[src/rtl/oem_bisu_result_drain.sv]
`default_nettype none
// ============================================================================
// Module   : oem_bisu_result_drain
// Purpose  : Output-end consumer of the odd-even merge / bidirectional
//            insertion sort pipeline. It collects N/P sorted P-wide beats into
//            an N-entry frame buffer and checks the sort order as the beats
//            arrive. It then replays the frame one element per handshake.
// Ports    : clk      - clock; all state changes on the rising edge
//            rst      - asynchronous active-low reset
//            ENin     - enable from sorter (ENout)
//            Vin      - beat valid from sorter (Vout)
//            INV      - expected order (0 non-decreasing, 1 non-increasing)
//            DI       - packed beat; lane 0 (bits W-1:0) is the earliest element
//            RDY      - downstream ready
//            DOut     - current element
//            Vo       - DOut valid
//            Last     - DOut is element N-1 of the frame
//            Done     - one-cycle pulse after the last element is accepted
//            OrderErr - frame order violation flag
//            Overrun  - sticky; a beat arrived while draining
//            Busy     - high outside IDLE
// Revision : 1.0 - initial release
// ============================================================================
module oem_bisu_result_drain #(
    parameter int W = 6,
    parameter int P = 4,
    parameter int N = 16
) (
    input  logic           clk,
    input  logic           rst,
    input  logic           ENin,
    input  logic           Vin,
    input  logic           INV,
    input  logic [P*W-1:0] DI,
    input  logic           RDY,
    output logic [W-1:0]   DOut,
    output logic           Vo,
    output logic           Last,
    output logic           Done,
    output logic           OrderErr,
    output logic           Overrun,
    output logic           Busy
);

    localparam int c_nb  = N / P;
    localparam int c_bcw = (c_nb > 1) ? $clog2(c_nb) : 1;
    localparam int c_rcw = (N > 1) ? $clog2(N) : 1;
    localparam logic [c_bcw-1:0] c_last_beat = c_bcw'(c_nb - 1);
    localparam logic [c_rcw-1:0] c_last_rd   = c_rcw'(N - 1);

    typedef enum logic [1:0] {
        S_IDLE    = 2'd0,
        S_COLLECT = 2'd1,
        S_DRAIN   = 2'd2
    } state_t;

    state_t           r_state_q, w_state_d;
    logic [c_bcw-1:0] r_beat_q,  w_beat_d;
    logic [c_rcw-1:0] r_rd_q,    w_rd_d;
    logic             r_dir_q,   w_dir_d;
    logic             r_err_q,   w_err_d;
    logic             r_ovr_q,   w_ovr_d;
    logic             r_done_q,  w_done_d;
    logic [W-1:0]     r_prev_q,  w_prev_d;
    logic [W-1:0]     r_buf_q [N];
    logic [W-1:0]     w_buf_d [N];
    logic [W-1:0]     w_lane  [P];
    logic             w_accept;
    logic             w_store;
    logic             w_dir_eff;
    logic             w_viol;

    // True when the pair (lo earlier, hi later) breaks the requested order.
    function automatic logic f_bad(input logic [W-1:0] lo, input logic [W-1:0] hi,
                                   input logic dir);
        return dir ? (lo < hi) : (lo > hi);
    endfunction

    for (genvar g = 0; g < P; g++) begin : g_lane
        assign w_lane[g] = DI[g*W +: W];
    end

    // Order check of the incoming beat. Beat 0 has no predecessor, so the
    // cross-beat compare against the previous beat's last lane is only done
    // while collecting. In IDLE the direction comes straight from INV since
    // the direction register is loaded on that same edge.
    always_comb begin
        w_accept  = Vin & ENin;
        w_dir_eff = (r_state_q == S_IDLE) ? INV : r_dir_q;
        w_viol    = (r_state_q == S_COLLECT) && f_bad(r_prev_q, w_lane[0], w_dir_eff);
        for (int i = 1; i < P; i++) begin
            if (f_bad(w_lane[i-1], w_lane[i], w_dir_eff)) begin
                w_viol = 1'b1;
            end
        end
    end

    always_comb begin
        w_state_d = r_state_q;
        w_beat_d  = r_beat_q;
        w_rd_d    = r_rd_q;
        w_dir_d   = r_dir_q;
        w_err_d   = r_err_q;
        w_ovr_d   = r_ovr_q;
        w_done_d  = 1'b0;
        w_prev_d  = r_prev_q;
        w_store   = 1'b0;
        w_buf_d   = r_buf_q;

        case (r_state_q)
            S_IDLE: begin
                if (w_accept) begin
                    w_store  = 1'b1;
                    w_dir_d  = INV;
                    w_err_d  = w_viol;
                    w_prev_d = w_lane[P-1];
                    if (c_nb == 1) begin
                        w_state_d = S_DRAIN;
                        w_beat_d  = '0;
                    end else begin
                        w_state_d = S_COLLECT;
                        w_beat_d  = c_bcw'(1);
                    end
                end
            end
            S_COLLECT: begin
                if (w_accept) begin
                    w_store  = 1'b1;
                    w_err_d  = r_err_q | w_viol;
                    w_prev_d = w_lane[P-1];
                    if (r_beat_q == c_last_beat) begin
                        w_state_d = S_DRAIN;
                        w_beat_d  = '0;
                    end else begin
                        w_beat_d = r_beat_q + c_bcw'(1);
                    end
                end
            end
            S_DRAIN: begin
                // Beats offered while draining are dropped; only the flag records them.
                if (w_accept) begin
                    w_ovr_d = 1'b1;
                end
                if (RDY) begin
                    if (r_rd_q == c_last_rd) begin
                        w_rd_d    = '0;
                        w_done_d  = 1'b1;
                        w_state_d = S_IDLE;
                    end else begin
                        w_rd_d = r_rd_q + c_rcw'(1);
                    end
                end
            end
            default: begin
                w_state_d = S_IDLE;
            end
        endcase

        // r_beat_q is 0 in IDLE, so the same slot select serves beat 0 and later beats.
        if (w_store) begin
            for (int j = 0; j < N; j++) begin
                if ((j / P) == int'(r_beat_q)) begin
                    w_buf_d[j] = w_lane[j % P];
                end
            end
        end
    end

    always_ff @(posedge clk or negedge rst) begin
        if (!rst) begin
            r_state_q <= S_IDLE;
            r_beat_q  <= '0;
            r_rd_q    <= '0;
            r_dir_q   <= 1'b0;
            r_err_q   <= 1'b0;
            r_ovr_q   <= 1'b0;
            r_done_q  <= 1'b0;
            r_prev_q  <= '0;
            for (int k = 0; k < N; k++) begin
                r_buf_q[k] <= '0;
            end
        end else begin
            r_state_q <= w_state_d;
            r_beat_q  <= w_beat_d;
            r_rd_q    <= w_rd_d;
            r_dir_q   <= w_dir_d;
            r_err_q   <= w_err_d;
            r_ovr_q   <= w_ovr_d;
            r_done_q  <= w_done_d;
            r_prev_q  <= w_prev_d;
            r_buf_q   <= w_buf_d;
        end
    end

    // Outputs decode registered state only, so they hold steady under backpressure.
    assign Vo       = (r_state_q == S_DRAIN);
    assign DOut     = Vo ? r_buf_q[r_rd_q] : '0;
    assign Last     = Vo && (r_rd_q == c_last_rd);
    assign Done     = r_done_q;
    assign OrderErr = r_err_q;
    assign Overrun  = r_ovr_q;
    assign Busy     = (r_state_q != S_IDLE);

endmodule
`default_nettype wire

[config.mk]
export PLATFORM = sky130hd
export DESIGN_NAME = oem_bisu_result_drain
export DESIGN_NICKNAME = d
export VERILOG_FILES = /design/src/rtl/oem_bisu_result_drain.sv
export SDC_FILE = /design/constraint.sdc
export NUM_CORES = 1
export LEC_CHECK = 0
export BUFFER_PORTS_ARGS = -buffer_cell sky130_fd_sc_hd__buf_2
export CAP_MARGIN = 25
export CORE_MARGIN = 2
export CORE_UTILIZATION = 56
export CTS_BUF_LIST = sky130_fd_sc_hd__clkbuf_2
export DETAILED_ROUTE_END_ITERATION = 8
export PLACE_DENSITY = 0.85
export SYNTH_ARGS = -nofsm -noshare
export SYNTH_HDL_FRONTEND = slang
export SYNTH_SLANG_ARGS = --single-unit
[constraint.sdc]
create_clock -name clk -period 2 [get_ports clk]
set_input_delay 0.1 -clock clk [delete_from_list [all_inputs] [get_ports clk]]
set_output_delay 0.1 -clock clk [all_outputs]
set_load 0.02 [all_outputs]
# After elaboration in Yosys (flattened, before gate mapping)

Index checks and enable logic that the tools add are counted.

Flip-flop bits (word level): 114
Input bits: 30
Output and inout bits: 12
Word-level logic and storage cells: 97

Add/sub/neg operators: 2
Order comparisons: 9
Equality and inequality tests: 12
Multiplexer cells: 30
Bitwise gates (word level): 3
Reduce and logical (&&, ||, !) cells: 17

Operators by type and width:

| kind                  | number |
|---|---|
| $bmux W6 S4           | 1 |
| $gt A6 B6 Y1          | 4 |
| $lt A6 B6 Y1          | 4 |
| $mux W6               | 3 |
| $reduce_and A2 Y1     | 8 |
| $mux W1               | 15 |
| $mux W2               | 7 |
| $ne A2 B2 Y1 const B  | 3 |
| $pmux W2 S3           | 1 |
| $ge A5 B5 Y1 const B  | 1 |
| $not A4 Y5            | 1 |
| $reduce_and A5 Y1     | 1 |
| $add A4 B1 Y4 const B | 1 |
| $eq A2 B2 Y1 const A  | 2 |
| $eq A2 B2 Y1 const B  | 2 |
| $eq A4 B4 Y1 const B  | 1 |
| $logic_not A2 Y1      | 2 |
| $mux W4               | 1 |
| $ne A2 B1 Y1 const B  | 2 |
| $pmux W2 S2           | 1 |
| $reduce_bool A2 Y1    | 2 |
| $reduce_and A3 Y1     | 1 |
| $add A2 B1 Y2 const B | 1 |
| $eq A1 B2 Y1 const A  | 1 |
| 6 further kinds       | 7 |

# Logic depth before layout (Yosys ltp)

Gate-level depths: netlist of run 1.

Depth in word-level cells: 10
Gate-level depth with buffers: 8
Depth with buffers taken out: 8

# Least setup slack after synthesis of run 1

OpenSTA, ideal clock, no wires.

Path type: reg2out
From: register r_rd_q[1]
To: output port DOut[1]
Arrival time: 1.916 ns
Required time: 1.900 ns
Setup slack: -0.016 ns
Stages on the path, launching flop included: 6
Cells stage by stage: dfrtp_1 > clkbuf_1 > clkbuf_1 > mux4_2 > mux4_2 > and2_1

Longest elaborated chain between the ends: 5

Ends and longest elaborated chain:

| what                                        | line | source |
|---|---|---|
| from (decl)                                 | 59   | `logic [c_rcw-1:0] r_rd_q, w_rd_d;` |
| from (signal assigned)                      | 185  | `r_rd_q <= w_rd_d;` |
| $not A4 Y5 (implied by the code)            | 197  | `assign DOut = Vo ? r_buf_q[r_rd_q] : '0;` |
| $bmux W6 S4                                 | 197  |  |
| $mux W6 (implied by the code) (2 in series) | 197  |  |
| $mux W6                                     | 197  |  |
| to (decl)                                   | 36   | `output logic [W-1:0] DOut,` |

No other way between the ends. The select of a mux whose other input is x is not followed.

# Worst setup path in the final report of run 1

From: register r_rd_q[0]
To: output port DOut[1]

The elaborated chain is that of the path after synthesis.

==> impl_metrics.env, run 1 <==
export IMPL_ant_nets=0
export IMPL_dr_pass1_iters=6
export IMPL_ys_types=35
export IMPL_drv_max_cap_violation_count=0
export IMPL_cts_tree="done"
export IMPL_boundaryPins=42
export IMPL_crit_chain="buf_6 > buf_12 > mux4_1 > mux4_2 > and2_4 > buf_6"
export IMPL_failed_checks="negative setup slack"
export IMPL_vias_in_the_first_global_route=4678
export IMPL_route_vias_total=4622
export IMPL_worst_r2r_setup_slack_ns=0.13
export IMPL_arrival_ns=2.63
export IMPL_synth_top_flop_cell="dfrtp_1"
export IMPL_run_status="complete, but fails checks"
export IMPL_grt_max_degree=60
export IMPL_post_drt_wl_per_cell_um=21.0
export IMPL_clock_sinks=114
export IMPL_type_of_the_setup_path_with_the_least_slack="flip-flop to output pin"
export IMPL_crit_required_ns=1.90
export IMPL_worstReg2RegEnd="r_buf_q[34]"
export IMPL_final_layout_size_suffix_gt1_frac=0.241
export IMPL_drc_errors=0
export IMPL_critical_path_slowest_cell="mux4_1"
export IMPL_cpPeakStageDelay_ns=0.53
export IMPL_powerDensity_nw_per_um2=1230
export IMPL_place_gp_congestion=0.939
export IMPL_ys_warnings_count=0
export IMPL_fmaxAchievable_mhz=366
export IMPL_hold_path_cell_count=3
export IMPL_utilization=0.689
export IMPL_async_flop_share=1.00
export IMPL_clk_transition_reported_paths_ns=0.16
export IMPL_rsz_0062_raised_after_global_routing="true"
export IMPL_portBuffers=41
export IMPL_core_um2=9730
export IMPL_synth_edf_count=0
export IMPL_cts_htree_levels=4
export IMPL_worst_path_max_fanout=5
export IMPL_synth_fp_nets=570
export IMPL_hold_viol_final=0
export IMPL_max_slew_margin_rel=0.625
export IMPL_layout_area_overhead_vs_synth_pct=19.9
export IMPL_worstMarginPinSlew_ns=0.563
export IMPL_synth_largest_area_cell="dfrtp_1"
export IMPL_num_rows=36
export IMPL_holdCritStartpoint="DI[19]"
export IMPL_min_period_over_period=1.37
export IMPL_num_nets_final=660
export IMPL_report_final_slew_viol_count=0
export IMPL_worst_slack_ns=-0.735
export IMPL_worst_path_most_repeated_cell="buf_6"
export IMPL_finalSetupViolCount=6
export IMPL_floorplan_die_area_um2=10800
export IMPL_worst_path_dominant_cell_family="multiplexers"
export IMPL_vdd_ir_drop_max_mv=0.515
export IMPL_ys_seq_elements=114
export IMPL_synthDominantCellAreaShare=0.510
export IMPL_start_kind="flip-flop"
export IMPL_mappedNetlistArea_um2=5590
export IMPL_clock_buffer_count_from_cts=17
export IMPL_layout_min_cycle_time_ns=2.73
export IMPL_cell_count_after_synthesis=511
export IMPL_drt_iter0_drc=467
export IMPL_ctsLongestPathBuffers=2
export IMPL_synth_top_cells_by_area="dfrtp_1 (51%), o21ai_0 (8.9%), nand2_1 (7.2%)"
export IMPL_leakage_nw=3.18
export IMPL_design_power_total_mw=8.27
export IMPL_worst_r2r_path_depth=6
export IMPL_worst_clock_skew_ns=0.0374
export IMPL_cell_types_with_the_highest_counts_after_synthesis="dfrtp_1 (114), nand2_1 (107), o21ai_0 (100), inv_1 (30), ha_1 (29)"
export IMPL_clk_root_buffer_cell="clkbuf_2"
export IMPL_antenna_found_initial=0
export IMPL_end_point_of_the_worst_hold_path="r_prev_q[1]"
export IMPL_die_w_um=104
export IMPL_post_synth_cell_area_avg_um2=10.9
export IMPL_vias_per_cell=6.23
export IMPL_worstSetupEndpointType="output pin"
export IMPL_hpwl_um=9450
export IMPL_hp_class="input port to flip-flop"
export IMPL_grt_overflow_total=0
export IMPL_critical_path_buf_inv_count=3
export IMPL_floorplan_initialDensity=0.575
export IMPL_route_final_wire_length_um=15600
export IMPL_timing_setup_tns_ns=-4.24
export IMPL_aggregate_global_route_resource_usage=0.293
export IMPL_wire_length_of_the_first_global_routing_pass_um=24200
export IMPL_critical_path_reg2reg_startpoint="r_state_q[1]"
export IMPL_synth_yosys_seq_area_share=0.510
export IMPL_chipHeight_um=104
export IMPL_clock_latency_ns=0.68
export IMPL_synth_most_common_cell="dfrtp_1"
export IMPL_num_antenna_cells=0
[metrics by stage]
step / instance area, µm² / worst slack, ns / cells / hold slack, ns
2_1_floorplan: 5600 / 0.00541 / 511 / -0.196
3_5_place_dp: 6010 / -0.0636 / 673 / 0.0844
3_3_place_gp: 6010 / -0.0126 / 673 / 0.0714
6_report: 6710 / -0.735 / 742 / 0.235
5_1_grt: 6710 / -0.809 / 742 / 0.217
4_1_cts: 6650 / -0.794 / 742 / 0.196
[layout by cell type (no fill, tap or decap), types with 6 or more instances in the layout]
cell type,synthesis,routed
inv_1,30,30
and2_4,0,6
nand2_1,107,106
a21oi_1,8,8
dfrtp_1,114,112
buf_4,0,19
mux2_2,12,12
o21ai_0,100,100
ha_1,29,28
buf_6,2,9
mux4_2,16,29
nand3_1,9,8
buf_2,0,32
dlygate4sd3_1,0,32
clkbuf_2,0,18
nor2_1,6,6
[cells by family after synthesis]
| family | after synthesis | share of synthesized area |
|---|---|---|
| AND/OR/NAND/NOR | 141 | 0.105 |
| multiplexers | 42 | 0.154 |
| adder cells (fa/ha/maj) | 29 | 0.0649 |
| XOR/XNOR | 1 | 0.00157 |
| flip-flops | 114 | 0.510 |
| AO/OA/AOI/OAI | 125 | 0.120 |
| buffers and inverters | 59 | 0.0443 |
[worst max-delay path by stage]
| stage | startpoint | endpoint | slack, ns | cells after the start |
|---|---|---|---|---|
| global placement | r_rd_q[0] | DOut[1] | -0.01 | 5 |
| detailed placement | r_rd_q[0] | DOut[1] | -0.06 | 5 |
| global route | r_rd_q[0] | DOut[3] | -0.81 | 6 |
| finish | r_rd_q[0] | DOut[1] | -0.73 | 6 |
| CTS | r_rd_q[0] | DOut[4] | -0.79 | 6 |
| floorplan | r_rd_q[1] | DOut[3] | 0.005 | 5 |
[repair_timing]
item / in CTS / in global routing
hold endpoints to repair: 226 / 0
endpoints found under the setup margin: 7 / 9
gates resized for setup: 19 / 28
buffers inserted: 8 / 0
gates cloned: 1 / 2
hold buffers: 33 / 0
pin swaps: 2 / 5
[power breakdown]
part           switching [mW]  total, mW  internal [mW]  leakage (nW)
clock                   0.835       1.36          0.526         0.122
sequential              0.696       3.99           3.29          1.42
combinational            1.40       2.93           1.53          1.64
[area by class of cell]
class                      instances  area [µm²]
inverter                          30         113
timing repair buffer             100         902
tap                              133         166
sequential                       114        2860
fill                             649        3020
clock buffer                      18        90.1
clock inverter                     9        95.1
multi-input combinational        338        2480
[tightest hold or removal path, cell delays in order]
cell and delay (ns):
dlygate4sd3_1 0.52, buf_2 0.12, mux2_2 0.13
[registers in the layout, summed over array words and instances (netlist names)]
signal and cells:
r_buf_q 96, r_rd_q 4, Done 1, OrderErr 1, r_beat_q 2, Overrun 1
r_state_q 2, r_dir_q 1, r_prev_q 6
[metal layers]
layer  routed length [µm]  share of wire  GRT usage  vias up
li1                     -              -          -     1973
met1                 5850           0.38      0.365     2277
met2                 7720           0.49      0.482      302
met3                 1340          0.086     0.0852       70
met4                  699          0.045      0.125        0
met5                    0              0          0        -
(Power assumes the default switching activity.)
==> inputs of run 2 (changes only) <==
--- a/config.mk
+++ b/config.mk
@@ -7,6 +7,7 @@
 export LEC_CHECK = 0
 export BUFFER_PORTS_ARGS = -buffer_cell sky130_fd_sc_hd__buf_2
 export CAP_MARGIN = 25
+export CORE_ASPECT_RATIO = 0.9
 export CORE_MARGIN = 2
 export CORE_UTILIZATION = 56
 export CTS_BUF_LIST = sky130_fd_sc_hd__clkbuf_2
==> run 2 against run 1 <==
The flow still finishes with violations (negative setup slack); setup slack got worse by 0.017 ns; cell area rose by 0.45%; first-iteration DRC count shrank 4.3%; hold slack got worse by 0.055 ns; sequential power is 1% lower; via count fell by 0.35%; global-route usage increased by 1.4 points; routed wire length decreased by 3.0%; critical endpoint unchanged.
==> impl_metrics.env, run 2 (synthesis gave the netlist of run 1 again) <==
export IMPL_run_status="complete, but fails checks"
export IMPL_failed_checks="negative setup slack"
export IMPL_largestRegisters="r_buf_q: 96 flops, r_prev_q: 6 flops, r_rd_q: 4 flops"
export IMPL_arrival_ns=2.65
export IMPL_num_nets_final=662
export IMPL_worst_path_max_fanout=8
export IMPL_switchingPower_mw=2.93
export IMPL_grt_max_degree=48
export IMPL_dr_pass1_iters=9
export IMPL_fmaxAchievable_mhz=363
export IMPL_cpPeakStageDelay_ns=0.50
export IMPL_ant_nets=0
export IMPL_hpwl_um=9720
export IMPL_drc_errors=0
export IMPL_route_vias_total=4606
export IMPL_share_clk_of_total_power=0.161
export IMPL_die_w_um=109
export IMPL_critical_path_reg2reg_startpoint="r_state_q[0]"
export IMPL_vias_per_cell=6.22
export IMPL_final_layout_size_suffix_gt1_frac=0.255
export IMPL_worst_path_dominant_cell_family="multiplexers"
export IMPL_final_cell_count_no_fill=741
export IMPL_worstMarginPinSlew_ns=0.615
export IMPL_clk_root_buffer_cell="clkbuf_2"
export IMPL_worst_slack_ns=-0.752
export IMPL_floorplan_initialDensity=0.577
export IMPL_power_switching_share=0.358
export IMPL_number_of_flip_flops_in_the_largest_register=96
export IMPL_finalSetupViolCount=7
export IMPL_clock_buffer_count_from_cts=17
export IMPL_vdd_ir_drop_max_mv=0.631
export IMPL_drv_max_cap_violation_count=0
export IMPL_cell_internal_pwr_mw=5.26
export IMPL_portBuffers=41
export IMPL_aggregate_global_route_resource_usage=0.307
export IMPL_num_antenna_cells=0
export IMPL_grt_overflow_total=0
export IMPL_post_route_cell_area_um2=6740
export IMPL_boundaryPins=42
export IMPL_min_period_over_period=1.38
export IMPL_hold_viol_final=0
export IMPL_clock_latency_ns=0.70
export IMPL_rsz_0062_raised_after_global_routing="true"
export IMPL_crit_required_ns=1.90
export IMPL_holdCritStartpoint="DI[21]"
export IMPL_critical_path_buf_inv_count=3
export IMPL_antenna_found_initial=0
export IMPL_most_flop_heavy_register="r_buf_q"
export IMPL_layout_area_overhead_vs_synth_pct=20.4
export IMPL_placed_cells=666
export IMPL_worst_clock_skew_ns=0.0154
export IMPL_share_seq_of_total_power=0.483
export IMPL_critical_path_slowest_cell="mux4_2"
export IMPL_power_frac_comb=0.356
export IMPL_layout_min_cycle_time_ns=2.75
export IMPL_clk_transition_reported_paths_ns=0.16
export IMPL_post_drt_wl_per_cell_um=20.4
export IMPL_worstSetupEndpointType="output pin"
export IMPL_ctsLongestPathBuffers=2
export IMPL_powerDensity_nw_per_um2=1220
export IMPL_place_gp_congestion=0.935
export IMPL_num_rows=34
export IMPL_core_um2=9700
export IMPL_clock_sinks=114
export IMPL_drt_iter0_drc=447
export IMPL_vias_in_the_first_global_route=4691
export IMPL_floorplan_die_area_um2=10800
export IMPL_report_final_slew_viol_count=0
export IMPL_crit_start="r_rd_q[0]"
export IMPL_route_final_wire_length_um=15100
export IMPL_leakage_nw=3.18
export IMPL_wire_length_of_the_first_global_routing_pass_um=24500
export IMPL_timing_setup_tns_ns=-4.45
export IMPL_max_slew_margin_rel=0.590
export IMPL_most_frequent_standard_cell_in_the_layout_excluding_fill_and_tap_cells="dfrtp_1"
export IMPL_start_kind="flip-flop"
export IMPL_layout_common_cells="dfrtp_1 (112), nand2_1 (105), o21ai_0 (100)"
export IMPL_type_of_the_setup_path_with_the_least_slack="flip-flop to output pin"
export IMPL_hp_class="input port to flip-flop"
export IMPL_design_power_total_mw=8.19
export IMPL_cts_htree_levels=4
export IMPL_worst_path_most_repeated_cell="mux4_2"
export IMPL_chipHeight_um=98.8
export IMPL_postPlaceCellArea_um2=6030
export IMPL_crit_chain="buf_4 > buf_12 > mux4_2 > mux4_2 > and2_4 > buf_6"
export IMPL_preCtsSetupSlack_ns=-0.0992
export IMPL_cts_tree="done"
## run 2: cell types whose count changed in the layout (fill, tap and decap cells not counted), sizes merged
cell / before / now
buf: 66 / 70
clkbuf: 20 / 18
clkinvlp: 1 / 4
clkinv: 6 / 8
bufinv: 2 / 1
## run 2: routing by layer
| layer | part of all wire | wire (µm) | GRT usage | vias up |
|---|---|---|---|---|
| met5 | 0 | 0 | 0 | - |
| met4 | 0.030 | 449 | 0.124 | 0 |
| met3 | 0.097 | 1470 | 0.0952 | 42 |
| met2 | 0.48 | 7250 | 0.480 | 295 |
| met1 | 0.39 | 5970 | 0.402 | 2287 |
| li1 | - | - | - | 1982 |
## run 2: final timing paths
path	slack, ns	cells past startpoint	to
worst max-delay path	-0.75	6	DOut[1]
worst min-delay path	0.18	3	r_prev_q[3]
worst max register to register	0.20	4	r_dir_q
worst min register to register	0.50	2	r_buf_q[57]
max in group asynchronous	1.27	4	r_buf_q[22]
min in group asynchronous	0.48	4	r_buf_q[62]
## run 2: cell type report
| class | count | area, µm² |
|---|---|---|
| Tap cell | 126 | 158 |
| Sequential cell | 114 | 2860 |
| Clock inverter | 13 | 96.3 |
| Fill cell | 683 | 2960 |
| Clock buffer | 18 | 90.1 |
| Inverter | 30 | 115 |
| Multi-Input combinational cell | 338 | 2500 |
| Timing Repair Buffer | 102 | 921 |
## run 2: timing repair
item	4_1_cts	5_1_grt
cloned	2	0
hold buffers	33	0
resized for setup	49	12
hold endpoints to repair	227	0
pin swaps	7	1
endpoints found under the setup margin	8	45
buffers inserted	6	6
## run 2: through the flow
step           hold WS, ns  utilization
2_1_floorplan       -0.196            -
3_3_place_gp         0.140        0.621
3_5_place_dp         0.148        0.621
4_1_cts              0.145        0.692
5_1_grt              0.170        0.695
6_report             0.181        0.695
## run 2: worst register-to-register path, delay by kind of cell, from the launching register on
family                 cells  cell delay, ns
buffers and inverters      2            0.72
flip-flops                 1            0.41
multiplexers               1            0.36
AND/OR/NAND/NOR            1            0.23
## run 2: power groups by stage
stage / sequential (mW) / clock (mW) / combinational, mW
after floorplan: 3.68 / 0 / 1.89
after global placement: 3.87 / 0 / 2.28
after detailed placement: 3.93 / 0 / 2.48
after CTS: 3.90 / 1.31 / 2.85
after global routing: 4.02 / 1.44 / 3.24
final: 3.95 / 1.32 / 2.92
==> inputs of run 3 (changes only) <==
--- a/config.mk
+++ b/config.mk
@@ -7,9 +7,11 @@
 export LEC_CHECK = 0
 export BUFFER_PORTS_ARGS = -buffer_cell sky130_fd_sc_hd__buf_2
 export CAP_MARGIN = 25
+export CELL_PAD_IN_SITES_DETAIL_PLACEMENT = 1
+export CELL_PAD_IN_SITES_GLOBAL_PLACEMENT = 1
 export CORE_ASPECT_RATIO = 0.9
 export CORE_MARGIN = 2
-export CORE_UTILIZATION = 56
+export CORE_UTILIZATION = 45
 export CTS_BUF_LIST = sky130_fd_sc_hd__clkbuf_2
 export DETAILED_ROUTE_END_ITERATION = 8
 export PLACE_DENSITY = 0.85
==> run 3 against run 2 <==
The run still ends with negative setup slack left; global-route usage fell by 3.4 points; hold slack improved by 0.050 ns; sequential share of layout area fell by 0.12 points; core utilization fell by 14 points; critical endpoint is now DOut[3]; largest power group unchanged.
==> impl_metrics.env, run 3 (synthesis gave the netlist of run 1 again) <==
export IMPL_hold_viol_final=0
export IMPL_cpPeakStageDelay_ns=0.50
export IMPL_num_nets_final=657
export IMPL_critical_path_buf_inv_count=3
export IMPL_number_of_flip_flops_in_the_largest_register=96
export IMPL_hp_class="input port to flip-flop"
export IMPL_worstMarginPinSlew_ns=0.653
export IMPL_clock_latency_ns=0.67
export IMPL_cell_internal_pwr_mw=5.46
export IMPL_powerDensity_nw_per_um2=1240
export IMPL_worst_path_dominant_cell_family="multiplexers"
export IMPL_drv_max_cap_violation_count=0
export IMPL_hpwl_um=10600
export IMPL_antenna_found_initial=0
export IMPL_largestRegisters="r_buf_q: 96 flops, r_prev_q: 6 flops, r_rd_q: 4 flops"
export IMPL_finalSetupViolCount=7
export IMPL_core_um2=12100
export IMPL_max_slew_margin_rel=0.562
export IMPL_worst_r2r_path_depth=7
export IMPL_worst_slack_ns=-0.719
export IMPL_ctsLongestPathBuffers=2
export IMPL_dr_pass1_iters=5
export IMPL_critical_path_slowest_cell="mux4_2"
export IMPL_clock_sinks=114
export IMPL_route_vias_total=4367
export IMPL_worst_r2r_setup_slack_ns=0.05
export IMPL_worstReg2RegEnd="OrderErr"
export IMPL_arrival_ns=2.62
export IMPL_cts_tree="done"
export IMPL_ant_nets=0
export IMPL_share_seq_of_total_power=0.473
export IMPL_type_of_the_setup_path_with_the_least_slack="flip-flop to output pin"
export IMPL_vdd_ir_drop_max_mv=0.540
export IMPL_chipHeight_um=110
export IMPL_report_final_slew_viol_count=0
export IMPL_critical_path_reg2reg_startpoint="r_prev_q[5]"
export IMPL_clock_buffer_count_from_cts=17
export IMPL_grt_overflow_total=0
export IMPL_most_frequent_standard_cell_in_the_layout_excluding_fill_and_tap_cells="dfrtp_1"
export IMPL_postPlaceCellArea_um2=6080
export IMPL_num_antenna_cells=0
export IMPL_min_period_over_period=1.36
export IMPL_final_cell_count_no_fill=768
export IMPL_layout_min_cycle_time_ns=2.72
export IMPL_die_w_um=122
export IMPL_start_kind="flip-flop"
export IMPL_placed_cells=700
export IMPL_crit_start="r_rd_q[0]"
export IMPL_drc_errors=0
export IMPL_run_status="complete, but fails checks"
export IMPL_critical_path_cell_count=6
export IMPL_clk_transition_reported_paths_ns=0.15
export IMPL_num_rows=38
export IMPL_final_layout_size_suffix_gt1_frac=0.237
export IMPL_vias_per_cell=5.69
export IMPL_failed_checks="negative setup slack"
export IMPL_rsz_0062_raised_after_global_routing="true"
export IMPL_portBuffers=41
export IMPL_route_final_wire_length_um=16500
export IMPL_floorplan_die_area_um2=13300
export IMPL_endpoint="DOut[3]"
export IMPL_boundaryPins=42
export IMPL_place_gp_congestion=0.820
export IMPL_worst_path_max_fanout=6
export IMPL_clk_root_buffer_cell="clkbuf_2"
export IMPL_vias_in_the_first_global_route=4947
export IMPL_fmaxAchievable_mhz=368
export IMPL_aggregate_global_route_resource_usage=0.274
export IMPL_leakage_nw=3.19
export IMPL_worstSetupEndpointType="output pin"
export IMPL_layout_area_overhead_vs_synth_pct=20.8
export IMPL_cts_htree_levels=4
export IMPL_share_clk_of_total_power=0.181
export IMPL_filler_instances=1312
export IMPL_drt_iter0_drc=253
export IMPL_crit_chain="buf_6 > buf_12 > mux4_2 > mux4_2 > and2_4 > buf_6"
export IMPL_post_route_cell_area_um2=6760
export IMPL_most_flop_heavy_register="r_buf_q"
export IMPL_grt_max_degree=51
export IMPL_power_switching_share=0.345
export IMPL_switchingPower_mw=2.88
export IMPL_crit_required_ns=1.90
export IMPL_worst_clock_skew_ns=0.0214
export IMPL_post_drt_wl_per_cell_um=21.5
export IMPL_layout_common_cells="dfrtp_1 (112), nand2_1 (107), o21ai_0 (100)"
export IMPL_floorplan_initialDensity=0.463
export IMPL_wire_length_of_the_first_global_routing_pass_um=26800
export IMPL_power_frac_comb=0.346
==> run 3: worst min-delay path, delay by kind of cell <==
kind                   cells  cell delay, ns
buffers and inverters      2            0.64
muxes                      1            0.13
==> run 3: worst min-delay path by stage <==
stage / start / cells after the start / slack [ns] / to
after floorplan: rst / 0 / -0.20 / Done
after global placement: rst / 1 / 0.11 / r_buf_q[55]
after detailed placement: rst / 1 / 0.12 / r_buf_q[79]
after CTS: DI[23] / 3 / 0.16 / r_prev_q[5]
after global routing: INV / 3 / 0.16 / r_dir_q
final: INV / 3 / 0.23 / r_dir_q
==> run 3: timing repair <==
action | in CTS | in global routing
resized for setup | 47 | 4
pin swaps | 7 | 0
hold buffers | 32 | 0
gates cloned | 2 | 0
endpoints found under the setup margin | 8 | 8
setup buffers | 4 | 3
hold endpoints to repair | 226 | 0
==> run 3: final cells by class <==
class,instances,area (µm²),share of cell area
clock buffer,19,95.1,0.0141
tap,160,200,0.0296
multi-input combinational,338,2490,0.368
sequential,114,2860,0.423
timing repair buffer,97,885,0.131
clock inverter,10,119,0.0176
inverter,30,113,0.0167
==> run 3: layer usage <==
layer	vias to the layer above	GRT usage	routed length [µm]
met1	2252	0.357	7300
met2	128	0.456	8140
met5	-	0	0
met3	24	0.0602	759
li1	1963	-	-
met4	0	0.0961	333
==> run 3: metrics by stage <==
| stage | worst slack, ns | hold WS (ns) | power [mW] | setup TNS [ns] | util |
|---|---|---|---|---|---|
| floorplan | 0.00541 | -0.196 | 5.57 | 0 | - |
| global placement | -0.0652 | 0.109 | 6.19 | -0.149 | 0.504 |
| detailed placement | -0.0853 | 0.121 | 6.51 | -0.309 | 0.504 |
| CTS | -0.761 | 0.161 | 8.36 | -4.56 | 0.560 |
| global route | -0.866 | 0.162 | 8.90 | -5.39 | 0.559 |
| finish | -0.719 | 0.231 | 8.35 | -4.36 | 0.559 |
==> run 3: power groups by stage <==
stage	combinational [mW]	clock [mW]	sequential [mW]
after CTS	2.90	1.53	3.93
after global placement	2.32	0	3.88
after floorplan	1.89	0	3.68
after global routing	3.21	1.64	4.05
final	2.89	1.51	3.95
after detailed placement	2.56	0	3.95
